$ cat config.mk
export PLATFORM = sky130hd
export DESIGN_NAME = viterbi_frame_sequencer
export DESIGN_NICKNAME = d
export VERILOG_FILES = /design/src/rtl/viterbi_frame_sequencer.sv
export SDC_FILE = /design/constraint.sdc
export NUM_CORES = 1
export LEC_CHECK = 0
export ABC_AREA = 1
export ABC_CLOCK_PERIOD_IN_PS = 2110
export CELL_PAD_IN_SITES_DETAIL_PLACEMENT = 2
export CELL_PAD_IN_SITES_GLOBAL_PLACEMENT = 2
export CORE_MARGIN = 2
export CORE_UTILIZATION = 32
export DETAILED_ROUTE_END_ITERATION = 12
export HOLD_SLACK_MARGIN = 0.05
export PLACE_DENSITY_LB_ADDON = 0.25
export SYNTH_ARGS = -nofsm -noshare
export SYNTH_HDL_FRONTEND = slang
export SYNTH_SLANG_ARGS = --single-unit
$ cat constraint.sdc
create_clock -name sys_clk -period 2.11 [get_ports sys_clk]
set_input_delay 0.5275 -clock sys_clk [delete_from_list [all_inputs] [get_ports sys_clk]]
set_output_delay 0.5275 -clock sys_clk [all_outputs]
set_load 0.05 [all_outputs]
$ cat src/rtl/viterbi_frame_sequencer.sv
`default_nettype none
// ------------------------------------------------------------------
// viterbi_frame_sequencer: feeds buffered codewords one at a time to a
// Viterbi decoder core and hands decoded bytes downstream.   rev 1.0
// ------------------------------------------------------------------
module viterbi_frame_sequencer #(
  parameter int IN_DEPTH   = 4,
  parameter int RST_CYCLES = 2,
  parameter int TIMEOUT    = 255
) (
  input  logic        sys_clk,
  input  logic        rst,
  input  logic        s_valid,
  output logic        s_ready,
  input  logic [15:0] s_data,
  output logic        m_valid,
  input  logic        m_ready,
  output logic [7:0]  m_data,
  output logic        m_err,
  output logic        dec_rst,
  output logic        dec_en,
  output logic [15:0] dec_data,
  input  logic [7:0]  dec_out,
  input  logic        dec_done,
  output logic        busy,
  output logic [15:0] word_cnt
);

  localparam int          AW       = $clog2(IN_DEPTH);
  localparam logic [AW:0] CNT_FULL = (AW+1)'(IN_DEPTH);
  localparam logic [15:0] LD_LAST  = 16'(RST_CYCLES - 1);
  localparam logic [15:0] TO_LAST  = 16'(TIMEOUT - 1);

  localparam logic [1:0] S_IDLE  = 2'd0;
  localparam logic [1:0] S_LOAD  = 2'd1;
  localparam logic [1:0] S_RUN   = 2'd2;
  localparam logic [1:0] S_STORE = 2'd3;

  logic [15:0]   fifo_mem_q [IN_DEPTH];
  logic [AW-1:0] wr_ptr_q, wr_ptr_d, rd_ptr_q, rd_ptr_d;
  logic [AW:0]   count_q, count_d;
  logic [1:0]    state_q, state_d;
  logic [15:0]   cnt_q, cnt_d;
  logic [15:0]   dec_data_q, dec_data_d;
  logic          done_prev_q, done_prev_d;
  logic [7:0]    cap_data_q, cap_data_d;
  logic          cap_err_q, cap_err_d;
  logic          m_valid_q, m_valid_d;
  logic [7:0]    m_data_q, m_data_d;
  logic          m_err_q, m_err_d;
  logic [15:0]   word_cnt_q, word_cnt_d;
  logic          live_q;
  logic          push, pop;

  // live_q keeps s_ready and dec_rst low until the first edge after reset
  assign s_ready  = live_q && (count_q != CNT_FULL);
  assign dec_rst  = live_q && (state_q != S_LOAD);
  assign dec_en   = (state_q == S_RUN);
  assign busy     = (state_q != S_IDLE);
  assign dec_data = dec_data_q;
  assign m_valid  = m_valid_q;
  assign m_data   = m_data_q;
  assign m_err    = m_err_q;
  assign word_cnt = word_cnt_q;
  assign push     = s_valid && s_ready;

  always_comb begin
    pop         = 1'b0;
    state_d     = state_q;
    cnt_d       = cnt_q;
    dec_data_d  = dec_data_q;
    done_prev_d = done_prev_q;
    cap_data_d  = cap_data_q;
    cap_err_d   = cap_err_q;
    m_valid_d   = m_valid_q;
    m_data_d    = m_data_q;
    m_err_d     = m_err_q;
    word_cnt_d  = word_cnt_q;
    if (m_valid_q && m_ready) m_valid_d = 1'b0;
    case (state_q)
      S_IDLE: begin
        cnt_d = 16'd0;
        if (count_q != '0) begin
          pop        = 1'b1;
          dec_data_d = fifo_mem_q[rd_ptr_q];
          state_d    = S_LOAD;
        end
      end
      S_LOAD: begin
        // a done level left over from the previous word must not look like an edge
        done_prev_d = 1'b0;
        if (cnt_q == LD_LAST) begin
          cnt_d   = 16'd0;
          state_d = S_RUN;
        end else begin
          cnt_d = cnt_q + 16'd1;
        end
      end
      S_RUN: begin
        done_prev_d = dec_done;
        cnt_d       = cnt_q + 16'd1;
        if (dec_done && !done_prev_q) begin
          cap_data_d = dec_out;
          cap_err_d  = 1'b0;
          state_d    = S_STORE;
        end else if (cnt_q == TO_LAST) begin
          cap_data_d = 8'h00;
          cap_err_d  = 1'b1;
          state_d    = S_STORE;
        end
      end
      S_STORE: begin
        if (!m_valid_q || m_ready) begin
          m_valid_d  = 1'b1;
          m_data_d   = cap_data_q;
          m_err_d    = cap_err_q;
          word_cnt_d = word_cnt_q + 16'd1;
          state_d    = S_IDLE;
        end
      end
      default: state_d = S_IDLE;
    endcase
  end

  always_comb begin
    wr_ptr_d = push ? wr_ptr_q + AW'(1) : wr_ptr_q;
    rd_ptr_d = pop  ? rd_ptr_q + AW'(1) : rd_ptr_q;
    case ({push, pop})
      2'b10:   count_d = count_q + (AW+1)'(1);
      2'b01:   count_d = count_q - (AW+1)'(1);
      default: count_d = count_q;
    endcase
  end

  always_ff @(posedge sys_clk) begin
    if (push) fifo_mem_q[wr_ptr_q] <= s_data;
  end

  always_ff @(posedge sys_clk or negedge rst) begin
    if (!rst) begin
      wr_ptr_q    <= '0;
      rd_ptr_q    <= '0;
      count_q     <= '0;
      state_q     <= S_IDLE;
      cnt_q       <= 16'd0;
      dec_data_q  <= 16'd0;
      done_prev_q <= 1'b0;
      cap_data_q  <= 8'h00;
      cap_err_q   <= 1'b0;
      m_valid_q   <= 1'b0;
      m_data_q    <= 8'h00;
      m_err_q     <= 1'b0;
      word_cnt_q  <= 16'd0;
      live_q      <= 1'b0;
    end else begin
      wr_ptr_q    <= wr_ptr_d;
      rd_ptr_q    <= rd_ptr_d;
      count_q     <= count_d;
      state_q     <= state_d;
      cnt_q       <= cnt_d;
      dec_data_q  <= dec_data_d;
      done_prev_q <= done_prev_d;
      cap_data_q  <= cap_data_d;
      cap_err_q   <= cap_err_d;
      m_valid_q   <= m_valid_d;
      m_data_q    <= m_data_d;
      m_err_q     <= m_err_d;
      word_cnt_q  <= word_cnt_d;
      live_q      <= 1'b1;
    end
  end

endmodule
`default_nettype wire

==> metrics.yaml <==
status: "finished, final reports clean"
clkPwrFrac_pct: 24.9
route.detailed.drc: 0
ys_warn_count: 0
vias_per_cell: 4.75
synth_area_um2: 6290
p_per_area_nw_per_um2: 1430
p_leak_uw: 0.00347
ys.flop_type: "dfrtp_1"
htreeDepth: 4
layout_commonest_cell: "nand2_1"
pre_cts_slack_ps: -36.1
grtUsageTotal_pct: 18.8
p_total_uw: 11600
insertion_delay_ps: 430
fp.coreArea_um2: 19400
dp_cells: 990
cts.root.buffer_cell: "clkbuf_16"
post_route_cells_drive_above_1_share_pct: 13.1
slowest_stage: "dfrtp_1"
drtIter0Drc: 167
yosys.area_share.simple_pct: 20.8
vias: 4853
grt_antenna_before_repair: 0
post_drt_wl_per_cell_um: 17.5
areaGrowthSynthToFinish_pct: 28.1
row_count: 51
firstDrtPassIters: 4
cp.arrival_ps: 1500
final_nets: 788
fp.dieW_um: 144
swShare_pct: 42.5
yosysSeqAreaShare_pct: 61.6
grt_pass1_vias: 5581
cts.sinks: 142
dp_hpwl_mm: 12.9
fin_ws_ps: 84.6
gp_congestion: 0.777
tightest_slew_ps: 516
path_clk_slew_ps: 60
clock_path_buffers: 2
stdcell_count: 1022
die_y_um: 144
synth_xor_area_share_pct: 2.64
ys_seq_elements: 142
r2r_end: "count_q[2]"
report.final.slew_viol_count: 0
cts_tree: "done"
setup_viol: 0
crit_type: "reg2out"
synth-edff-count: 64
period_share_pct: 96.0
hold_violations: 0
grt-ovfl-total: 0
synth_fp_nets: 689
timing.fmax_ghz: 0.494
synth_compound_area_share_pct: 7.04
reg2reg_slack_ps: 130
drtAntennaViolNets: 0
grt_pass1_wl_mm: 29.6
synth_fa_ha_area_share_pct: 3.10
p_int_uw: 6640
cp-start-kind: "register"
rsz0062_at_grt: "no"
r2r_start: "state_q[0]"
period_needed_ps: 2030
maxCapViolCount: 0
io_pins: 75
start_util_pct: 32.4
relSlewSlack_pct: 65.6
synth_top_family_by_area: "simple AND/OR/NAND/NOR gates"
crit_fanout: 4
combPwrFrac_pct: 41.4
syn_inst: 645
rr_worst_depth: 10
ys_types: 31
io_buffers: 74
post-cts-setup-buffer-count: 0
path_cells: "buf_4 -> ha_1 -> nor2_4 -> buf_12"
startpoint: "state_q[0]"
clock_skew_ps: 10.4
p_seq_share_pct: 33.7
final_cell_mix: "135 x nand2_1, 115 x nor2_1, 78 x dfrtp_1"
peakVddDrop_mv: 0.837
critPathMaxStageDelay_ps: 380
cts_hold_buf: 0
avgSynthCellArea_um2: 9.76
async_flop_share_pct: 54.9
cts_buffers: 17
dieArea_um2: 20800
antenna_cells: 0
power.switching_uw: 4910
grt_max_degree: 35
hp-class: "in2async"
critPathRequiredTime_ps: 1580
cp-end-kind: "output pin"
drt-total-wl_mm: 17.9
synthMuxAreaShare_pct: 0
## layer usage
metal | wire length, um | vias up | global-route usage, %
met1 | 7260 | 2449 | 21.7
met2 | 9800 | 76 | 35.3
met4 | 238 | 0 | 5.52
met3 | 578 | 18 | 3.61
li1 | - | 2310 | -
met5 | 0 | - | 0
## cell families after synthesis
group                      after synthesis
adders and majority gates               15
DFF                                    142
xor gates and xnor gates                19
buffers and inverters                   77
and+or+nand+nor                        313
AOI/OAI and AO/OA                       78
other                                    1
## state kept, by name, summed over array words and instances (netlist names), 2 cells and up
register and cells:
cnt_q 16, state_q 2, rd_ptr_q 2, dec_data 16, cap_data_q 8, fifo_mem_q 64
word_cnt 16, m_data 8, count_q 3, wr_ptr_q 2
## through the flow
step                      setup TNS [ps]  area, um2  utilization, %  hold slack, ps
after global routing                   0       8060            41.6            84.9
after detailed placement           -36.1       7530            38.8             463
final                                  0       8060            41.6            59.7
after CTS                              0       8050            41.5            74.7
after global placement             -9.17       7530            38.8             453
after floorplan                    -8030       6340               -             232
## power groups by stage
stage / combinational [uW] / clock [uW] / sequential (uW)
2_1_floorplan: 2260 / 0 / 4780
3_3_place_gp: 4700 / 0 / 3900
3_5_place_dp: 4940 / 0 / 3960
4_1_cts: 4860 / 2950 / 3910
5_1_grt: 5300 / 3050 / 3970
6_report: 4780 / 2880 / 3890
## Yosys cell counts, types with 2 or more instances
cell type  count  area (um2)
xor2_1        10        87.6
clkbuf_1       6        22.5
nand2_1      135         507
a31oi_1       17         106
buf_2         12        60.1
xnor2_1        9        78.8
nor2_1       120         450
edfxtp_1      64        1920
nand3_1       27         135
nand4_1       11        68.8
inv_2          4        15.0
ha_1          14         175
o21ai_0       39         195
o21ai_1        6        30.0
nor2_2         3        18.8
dfrtp_1       78        1950
nand2_2        7        43.8
nor3_1         5        25.0
a21oi_1       12        60.1
nand3_2        2        20.0
inv_1         54         203
## what timing repair did
action | CTS | global route
resized for setup | 36 | 1
endpoints found under the setup margin | 35 | 3
pin swaps | 0 | 2
## critical path: cells and delay by family, from the launching register on
family                     cells  cell delay (ps)
and+or+nand+nor                1              150
adders and majority gates      1              250
DFF                            1              380
buffers and inverters          2              300
## layout make-up
cell class | count | area [um2]
clock buffer | 19 | 443
clock inverter | 13 | 115
fill | 2134 | 11300
inverter | 59 | 225
multi-input combinational | 426 | 2170
sequential | 142 | 3870
tap | 265 | 332
timing repair buffer | 98 | 908
## worst max path at each step
| stage | to | slack (ps) | cells past startpoint |
|---|---|---|---|
| 2_1_floorplan | count_q[2] | -280 | 11 |
| 3_3_place_gp | count_q[2] | -9 | 8 |
| 3_5_place_dp | count_q[2] | -40 | 8 |
| 4_1_cts | busy | 30 | 5 |
| 5_1_grt | dec_rst | 20 | 4 |
| 6_report | dec_rst | 80 | 4 |
Power figures use the tool's default switching activity.
